`src/rtl/mem_arbiter.sv`:
```
// mem_arbiter: shares one mem_system cache between the instruction-fetch
// port (read-only) and the data port (read/write). Data requests win in IDLE
// unless the fetch port has waited through D_BURST_MAX consecutive D grants.
// The granted request reaches the cache in the same cycle it is granted, and
// Done/DataOut/CacheHit are routed back only to the current owner.
module mem_arbiter #(
  parameter int unsigned D_BURST_MAX = 4
) (
  input  logic        clk,
  input  logic        rst,
  input  logic [15:0] IAddr,
  input  logic        IRd,
  input  logic [15:0] DAddr,
  input  logic [15:0] DDataIn,
  input  logic        DRd,
  input  logic        DWr,
  output logic [15:0] IDataOut,
  output logic [15:0] DDataOut,
  output logic        IDone,
  output logic        DDone,
  output logic        IStall,
  output logic        DStall,
  output logic        ICacheHit,
  output logic        DCacheHit,
  output logic [15:0] MemAddr,
  output logic [15:0] MemDataIn,
  output logic        MemRd,
  output logic        MemWr,
  input  logic [15:0] MemDataOut,
  input  logic        MemDone,
  input  logic        MemStall,
  input  logic        MemCacheHit,
  input  logic        MemErr,
  output logic        err
);

  typedef enum logic [1:0] {
    IDLE    = 2'd0,
    SERVE_D = 2'd1,
    SERVE_I = 2'd2
  } state_t;

  localparam logic [3:0] BURST_LIM = 4'(D_BURST_MAX);

  state_t      state_r;
  state_t      state_nxt_s;
  logic [3:0]  burst_cnt_r;
  logic [3:0]  burst_cnt_nxt_s;
  logic        err_p_r;
  logic        err_set_s;
  logic [15:0] addr_r;
  logic        op_rd_r;
  logic        op_wr_r;

  logic        d_req_s;
  logic        idle_s;
  logic        serve_d_s;
  logic        serve_i_s;
  logic        burst_block_s;
  logic        grant_d_s;
  logic        grant_i_s;
  logic        own_d_s;
  logic        own_i_s;

  // The cache's stall indication carries no information the arbiter needs;
  // completion is taken from MemDone alone.
  logic        unused_mem_stall_s;
  assign unused_mem_stall_s = MemStall;

  // Reset masks all grants and completions so nothing leaks out while the
  // arbiter and the cache are being reset together.
  assign d_req_s       = DRd | DWr;
  assign idle_s        = (state_r == IDLE) & ~rst;
  assign serve_d_s     = (state_r == SERVE_D) & ~rst;
  assign serve_i_s     = (state_r == SERVE_I) & ~rst;
  assign burst_block_s = IRd & (burst_cnt_r == BURST_LIM);
  assign grant_d_s     = idle_s & d_req_s & ~burst_block_s;
  assign grant_i_s     = idle_s & ~grant_d_s & IRd;
  assign own_d_s       = grant_d_s | serve_d_s;
  assign own_i_s       = grant_i_s | serve_i_s;

  assign DDone     = serve_d_s & MemDone;
  assign IDone     = serve_i_s & MemDone;
  assign DDataOut  = DDone ? MemDataOut : 16'h0000;
  assign IDataOut  = IDone ? MemDataOut : 16'h0000;
  assign DCacheHit = DDone & MemCacheHit;
  assign ICacheHit = IDone & MemCacheHit;
  assign DStall    = d_req_s & ~DDone;
  assign IStall    = IRd & ~IDone;
  assign err       = err_p_r | MemErr;

  // Route the owner's request to the cache; Rd/Wr come from the latched
  // operation during service so a dropped request still completes.
  always_comb begin
    MemAddr   = 16'h0000;
    MemDataIn = 16'h0000;
    MemRd     = 1'b0;
    MemWr     = 1'b0;
    if (own_d_s) begin
      MemAddr   = DAddr;
      MemDataIn = DDataIn;
      if (serve_d_s) begin
        MemRd = op_rd_r;
        MemWr = op_wr_r;
      end else begin
        MemRd = DRd;
        MemWr = DWr;
      end
    end else if (own_i_s) begin
      MemAddr   = IAddr;
      MemDataIn = 16'h0000;
      MemRd     = 1'b1;
      MemWr     = 1'b0;
    end else begin
      MemAddr   = 16'h0000;
      MemDataIn = 16'h0000;
      MemRd     = 1'b0;
      MemWr     = 1'b0;
    end
  end

  // Next state: grant from IDLE, return to IDLE on the cache's completion.
  always_comb begin
    state_nxt_s = state_r;
    case (state_r)
      IDLE: begin
        if (grant_d_s) begin
          state_nxt_s = SERVE_D;
        end else if (grant_i_s) begin
          state_nxt_s = SERVE_I;
        end else begin
          state_nxt_s = IDLE;
        end
      end
      SERVE_D: begin
        if (MemDone) begin
          state_nxt_s = IDLE;
        end else begin
          state_nxt_s = SERVE_D;
        end
      end
      SERVE_I: begin
        if (MemDone) begin
          state_nxt_s = IDLE;
        end else begin
          state_nxt_s = SERVE_I;
        end
      end
      default: state_nxt_s = IDLE;
    endcase
  end

  // Burst counter: counts D grants that made a waiting fetch wait longer.
  always_comb begin
    burst_cnt_nxt_s = burst_cnt_r;
    if (grant_d_s) begin
      if (IRd) begin
        if (burst_cnt_r != 4'hF) begin
          burst_cnt_nxt_s = burst_cnt_r + 4'd1;
        end else begin
          burst_cnt_nxt_s = 4'hF;
        end
      end else begin
        burst_cnt_nxt_s = 4'd0;
      end
    end else if (grant_i_s) begin
      burst_cnt_nxt_s = 4'd0;
    end else begin
      burst_cnt_nxt_s = burst_cnt_r;
    end
  end

  // Protocol violations: illegal D op, spurious completion, or the owner
  // withdrawing or moving its request while the cache is working on it.
  always_comb begin
    err_set_s = 1'b0;
    case (state_r)
      IDLE:    err_set_s = MemDone;
      SERVE_D: err_set_s = ~d_req_s | (DAddr != addr_r);
      SERVE_I: err_set_s = ~IRd | (IAddr != addr_r);
      default: err_set_s = 1'b0;
    endcase
    err_set_s = err_set_s | (DRd & DWr);
  end

  // State, burst counter, sticky error and the captured request of the owner.
  always_ff @(posedge clk) begin
    if (rst) begin
      state_r     <= IDLE;
      burst_cnt_r <= 4'd0;
      err_p_r     <= 1'b0;
      addr_r      <= 16'h0000;
      op_rd_r     <= 1'b0;
      op_wr_r     <= 1'b0;
    end else begin
      state_r     <= state_nxt_s;
      burst_cnt_r <= burst_cnt_nxt_s;
      err_p_r     <= err_p_r | err_set_s;
      if (grant_d_s) begin
        addr_r  <= DAddr;
        op_rd_r <= DRd;
        op_wr_r <= DWr;
      end else if (grant_i_s) begin
        addr_r  <= IAddr;
        op_rd_r <= 1'b1;
        op_wr_r <= 1'b0;
      end
    end
  end

endmodule

```
`config.mk`:
```
export PLATFORM = sky130hd
export DESIGN_NAME = mem_arbiter
export DESIGN_NICKNAME = d
export VERILOG_FILES = /design/src/rtl/mem_arbiter.sv
export SDC_FILE = /design/constraint.sdc
export NUM_CORES = 1
export LEC_CHECK = 0
export ABC_AREA = 1
export CORE_UTILIZATION = 25
export DETAILED_ROUTE_END_ITERATION = 8
export PLACE_DENSITY = 0.7
export RECOVER_POWER = 25
export SYNTH_ARGS = -nofsm -noshare
export SYNTH_HDL_FRONTEND = slang
export SYNTH_SLANG_ARGS = --single-unit
```
`constraint.sdc`:
```
create_clock -name clk -period 5.17 [get_ports clk]
set_input_delay 1.034 -clock clk [delete_from_list [all_inputs] [get_ports clk]]
set_output_delay 1.034 -clock clk [all_outputs]
set_load 0.005 [all_outputs]
```
-- Word-level counts from Yosys, hierarchy flattened
Index checks and enable logic that the tools add are counted.
- output and inout port bits: 73
- logic and storage cells: 71
- input port bits: 73
- register bits: 25
- bitwise logic cells: 30
- muxes and demuxes: 26
- add/sub/neg operators: 1
- reduce and logical (&&, ||, !) cells: 2
- equal/unequal tests: 6
- operators with widths (cell ; number):
    16-bit 2-to-1 mux ; 7
    16-bit inequality test ; 2
    4-bit 2-to-1 mux ; 4
    1-bit AND ; 15
    1-bit 2-to-1 mux ; 10
    1-bit OR ; 8
    1-bit inverter ; 7
    2-bit 2-to-1 mux ; 3
    2-bit one-hot mux with 3 select lines ; 1
    4-bit by 1-bit adder with 4-bit output, second input constant ; 1
    4-bit by 3-bit == test with 1-bit output, second input constant ; 1
    4-bit inequality test, second input constant ; 1
    1-bit one-hot mux with 3 select lines ; 1
    2-bit by 1-bit == test with 1-bit output, second input constant ; 1
    2-bit == test, second input constant ; 1
    2-bit logical NOT ; 1
    2-bit nonzero test ; 1

-- Logic depth before layout (Yosys ltp)
- word-level depth: 10
- mapped depth: 11
- depth with buffers taken out: 11

-- Worst setup path after synthesis
Ideal clock, no wire load.
- kind: input port to output port
- start point: in DWr
- end point: out MemAddr[6]
- path buffers: 1
- arrival: 1911 ps
- stages: 7
- data required time: 4136 ps
- path slack: 2225 ps
- cells stage by stage: nor2_1 -> inv_1 -> nand2_2 -> nor2_4 -> nor2_1 -> buf_2 -> o22ai_1
- longest elaborated chain between the ends: 9
- elaborated cells on any way between the ends: 10
- classes of those cells: mux (2); bitwise (8)
- RTL lines (what ; RTL line ; text):
    start, declared ; 16 ; input logic DWr,
    1-bit OR * ; 72 ; assign d_req_s = DRd | DWr;
    1-bit AND * (2 in series) ; 77 ; assign grant_d_s = idle_s & d_req_s & ~burst_block_s;
    1-bit inverter ; 78 ; assign grant_i_s = idle_s & ~grant_d_s & IRd;
    1-bit AND (2 in series) ; 78 ;
    1-bit OR ; 80 ; assign own_i_s = grant_i_s | serve_i_s;
    16-bit 2-to-1 mux ; 109 ; end else if (own_i_s) begin
    16-bit 2-to-1 mux * ; 99 ; if (own_d_s) begin
    end, declared ; 25 ; output logic [15:0] MemAddr,
Every way passes the cells marked *; elsewhere a longest branch is shown, timed or not.

-- Final worst setup path
- start point: in DRd
- end point: out MemRd
- longest elaborated chain between the ends: 9
- elaborated cells on any way between the ends: 11
- classes of those cells: mux (3); bitwise (8)
- RTL lines (what ; RTL line ; text):
    start, declared ; 15 ; input logic DRd,
    1-bit OR ; 72 ;
    1-bit AND (2 in series) ; 77 ;
    1-bit inverter ; 78 ;
    1-bit AND (2 in series) ; 78 ;
    1-bit OR ; 80 ;
    1-bit 2-to-1 mux ; 109 ;
    1-bit 2-to-1 mux * ; 99 ;
    end, declared ; 27 ; output logic MemRd,
Marked as above.

==> run summary <==
Synth Cell Area -> 2210 µm²
Final Hold Viols -> 0
Die height -> 95.9 µm
Slew Limit Fails -> 22
First drt pass iteration count -> 4
Row count -> 33
# resized after CTS -> 0
Largest net degree at the start of global routing -> 24
CTS Buf Count -> 3
Via density per instance -> 4.51
CORE AREA -> 8380 µm²
Endpoints failing setup -> 0
Routing usage on met1 -> 21.1%
Slew @ Worst Pin -> 1.59 ns
Port Buffer Count -> 144
Placed Cells -> 648
Hold crit path type -> flop to flop
Worst-path clk slew -> 0.09 ns
Max clock buf depth -> 2
Util after Layout -> 45.1%
CP max stage delay -> 0.74 ns
Max Fanout on Critical Path -> 17
Status -> complete, but fails checks
Clk_lat worst skew -> 0.27 ns
Area growth from synthesis to layout -> 71.2%
DRT antenna net count -> 0
Crit-path cells -> dlygate4sd3_1, nor2_1, inv_1, nand2_1, a22oi_2, nand3_1, clkdlybuf4s50_1
CTS H-Tree Depth -> 1
Final wirelength -> 7.90 mm
Layout filler cell count -> 863
Slowest cell on crit path -> a22oi_2
Maximum vdd drop -> 0.0874 mV
CTS Sinks -> 25
Post-Syn Nets -> 483
Mapped Cells -> 408
Initial DRC count -> 112
Synth cell types -> 22
Mean post-synth cell area -> 5.41 µm²
CP endpoint kind -> output port
Starting density of the core -> 26.3%
CTS root buf -> clkbuf_8
R2R depth -> 8
Initial antenna violation count -> 0
YS warnings -> 0
RSZ-0062 raised after global routing -> false
Critical path launch point type -> primary input
Layout cells sized above 1 -> 2.56%
CTS tree -> done
Busiest layer in global routing -> met2
Most frequent cells in the layout -> clkdlybuf4s50_1, nor2_1, inv_1, nand2_1, o22ai_1
Buffer count from post-CTS setup fixing -> 0
Power, Total -> 0.578 mW
Post-DP HPWL -> 6.13 mm
Post-cts hold buffer count -> 0
Grt total ovfl -> 0
Data arrival time of the worst path -> 3.34 ns
Relative slew margins -> -6.27%
Tmin final -> 4.37 ns
Synthesized flop and latch total -> 25
Number of antenna diodes -> 0
Commonest non-fill, non-tap cell in the layout -> clkdlybuf4s50_1
Cell Pwr Density -> 153 nW/µm²
GRT Util Overall -> 16.7%
Vias in the first global route -> 2723
Nets -> 623
WHS Path Cells -> 2
Sequential share of the synthesized area -> 22.7%
Period utilisation layout -> 84.6%
Max_cap viols -> 1
Vias -> 2943
Maximum clock frequency -> 229 MHz
Global-route track usage on met2 -> 30.7%
RePlAce Congestion -> 0.774
Setup Skew -> 0.00422 ns
WS Path Type -> primary input to output port
CP required -> 4.14 ns
IO Pins -> 146
Die ar. -> 9200 µm²
Remaining DRCs -> 0
Routed len/inst -> 12.1 µm
First-pass GRT wire length -> 12.3 mm
Met3 GRT Util -> 2.45%
Failing checks -> max-capacitance violations, max-slew violations
Setup TNS Final -> 0 ns
Chip width -> 95.9 µm
Non-Filler Instances -> 652
P_leak -> 1.76 nW
## logic make-up (layout without fill, tap and decap cells)
family / count (synthesis) / count (layout) / synth area share (%)
buf+inv: 107 / 246 / 18.9
compound gates: 71 / 71 / 18.3
simple gates: 195 / 195 / 35.8
xor+xnor: 8 / 8 / 3.18
fa+ha+maj: 2 / 2 / 1.13
flops: 25 / 25 / 22.7
## registers in the layout, indices dropped and copies added, names as in the netlist
signal	flops
burst_cnt_r	4
op_rd_r	1
addr_r	16
op_wr_r	1
state_r	2
err_p_r	1
## synthesized netlist by cell type
cell | instances | area, µm²
buf_2 | 7 | 35.0
a21oi_1 | 25 | 125
inv_1 | 92 | 345
clkbuf_1 | 3 | 11.3
xor2_1 | 5 | 43.8
buf_4 | 2 | 15.0
nand2_2 | 2 | 12.5
xnor2_1 | 3 | 26.3
inv_2 | 3 | 11.3
o22ai_1 | 32 | 200
o21ai_0 | 13 | 65.1
nor3_1 | 2 | 10.0
nor2_4 | 2 | 22.5
nand3_4 | 1 | 17.5
ha_1 | 2 | 25.0
a22oi_2 | 1 | 12.5
nand2_1 | 79 | 297
nand3_1 | 9 | 45.0
dfxtp_1 | 25 | 500
nand4_1 | 3 | 18.8
nor2_1 | 96 | 360
or2_2 | 1 | 6.26
## per-layer routing
layer / part of all wire, % / wire length [µm]
met5: 0 / 0
met4: 0.57 / 45
met1: 45 / 3550
met2: 50 / 3920
met3: 4.8 / 376
## worst paths after layout
| path | slack, ns | start | to |
|---|---|---|---|
| hold / removal | 0.49 | burst_cnt_r[3] | burst_cnt_r[3] |
| hold reg to reg | 0.49 | burst_cnt_r[3] | burst_cnt_r[3] |
| setup / recovery | 0.80 | DRd | MemRd |
| setup reg to reg | 2.63 | burst_cnt_r[0] | op_wr_r |
## where the power goes
group          total [mW]  internal (mW)  switching (mW)
logic               0.244          0.133           0.112
registers           0.214          0.204         0.00997
clock network       0.119         0.0540          0.0651
total               0.578          0.391           0.187
## stage by stage
step	hold WS, ns	cell area (µm²)	setup slack (ns)
2_1_floorplan	0.433	2210	2.23
3_3_place_gp	0.451	3740	0.873
3_5_place_dp	0.478	3740	0.854
4_1_cts	0.491	3790	0.839
5_1_grt	0.509	3780	0.581
6_report	0.490	3780	0.796
## area by class of cell
type | instances | area [µm²] | area share (%)
Timing Repair Buffer | 147 | 1460 | 38.8
Multi-Input combinational cell | 276 | 1280 | 33.8
Sequential cell | 25 | 500 | 13.3
Inverter | 95 | 357 | 9.44
Tap cell | 105 | 131 | 3.48
Clock buffer | 3 | 41.3 | 1.09
Clock inverter | 1 | 5.00 | 0.133
## worst max-delay path, delay by kind of cell
family,cells,cell delay (ns)
buffers and inverters,3,1.19
and+or+nand+nor,3,0.38
AOI/OAI and AO/OA,1,0.74
(Power assumes the default switching activity.)
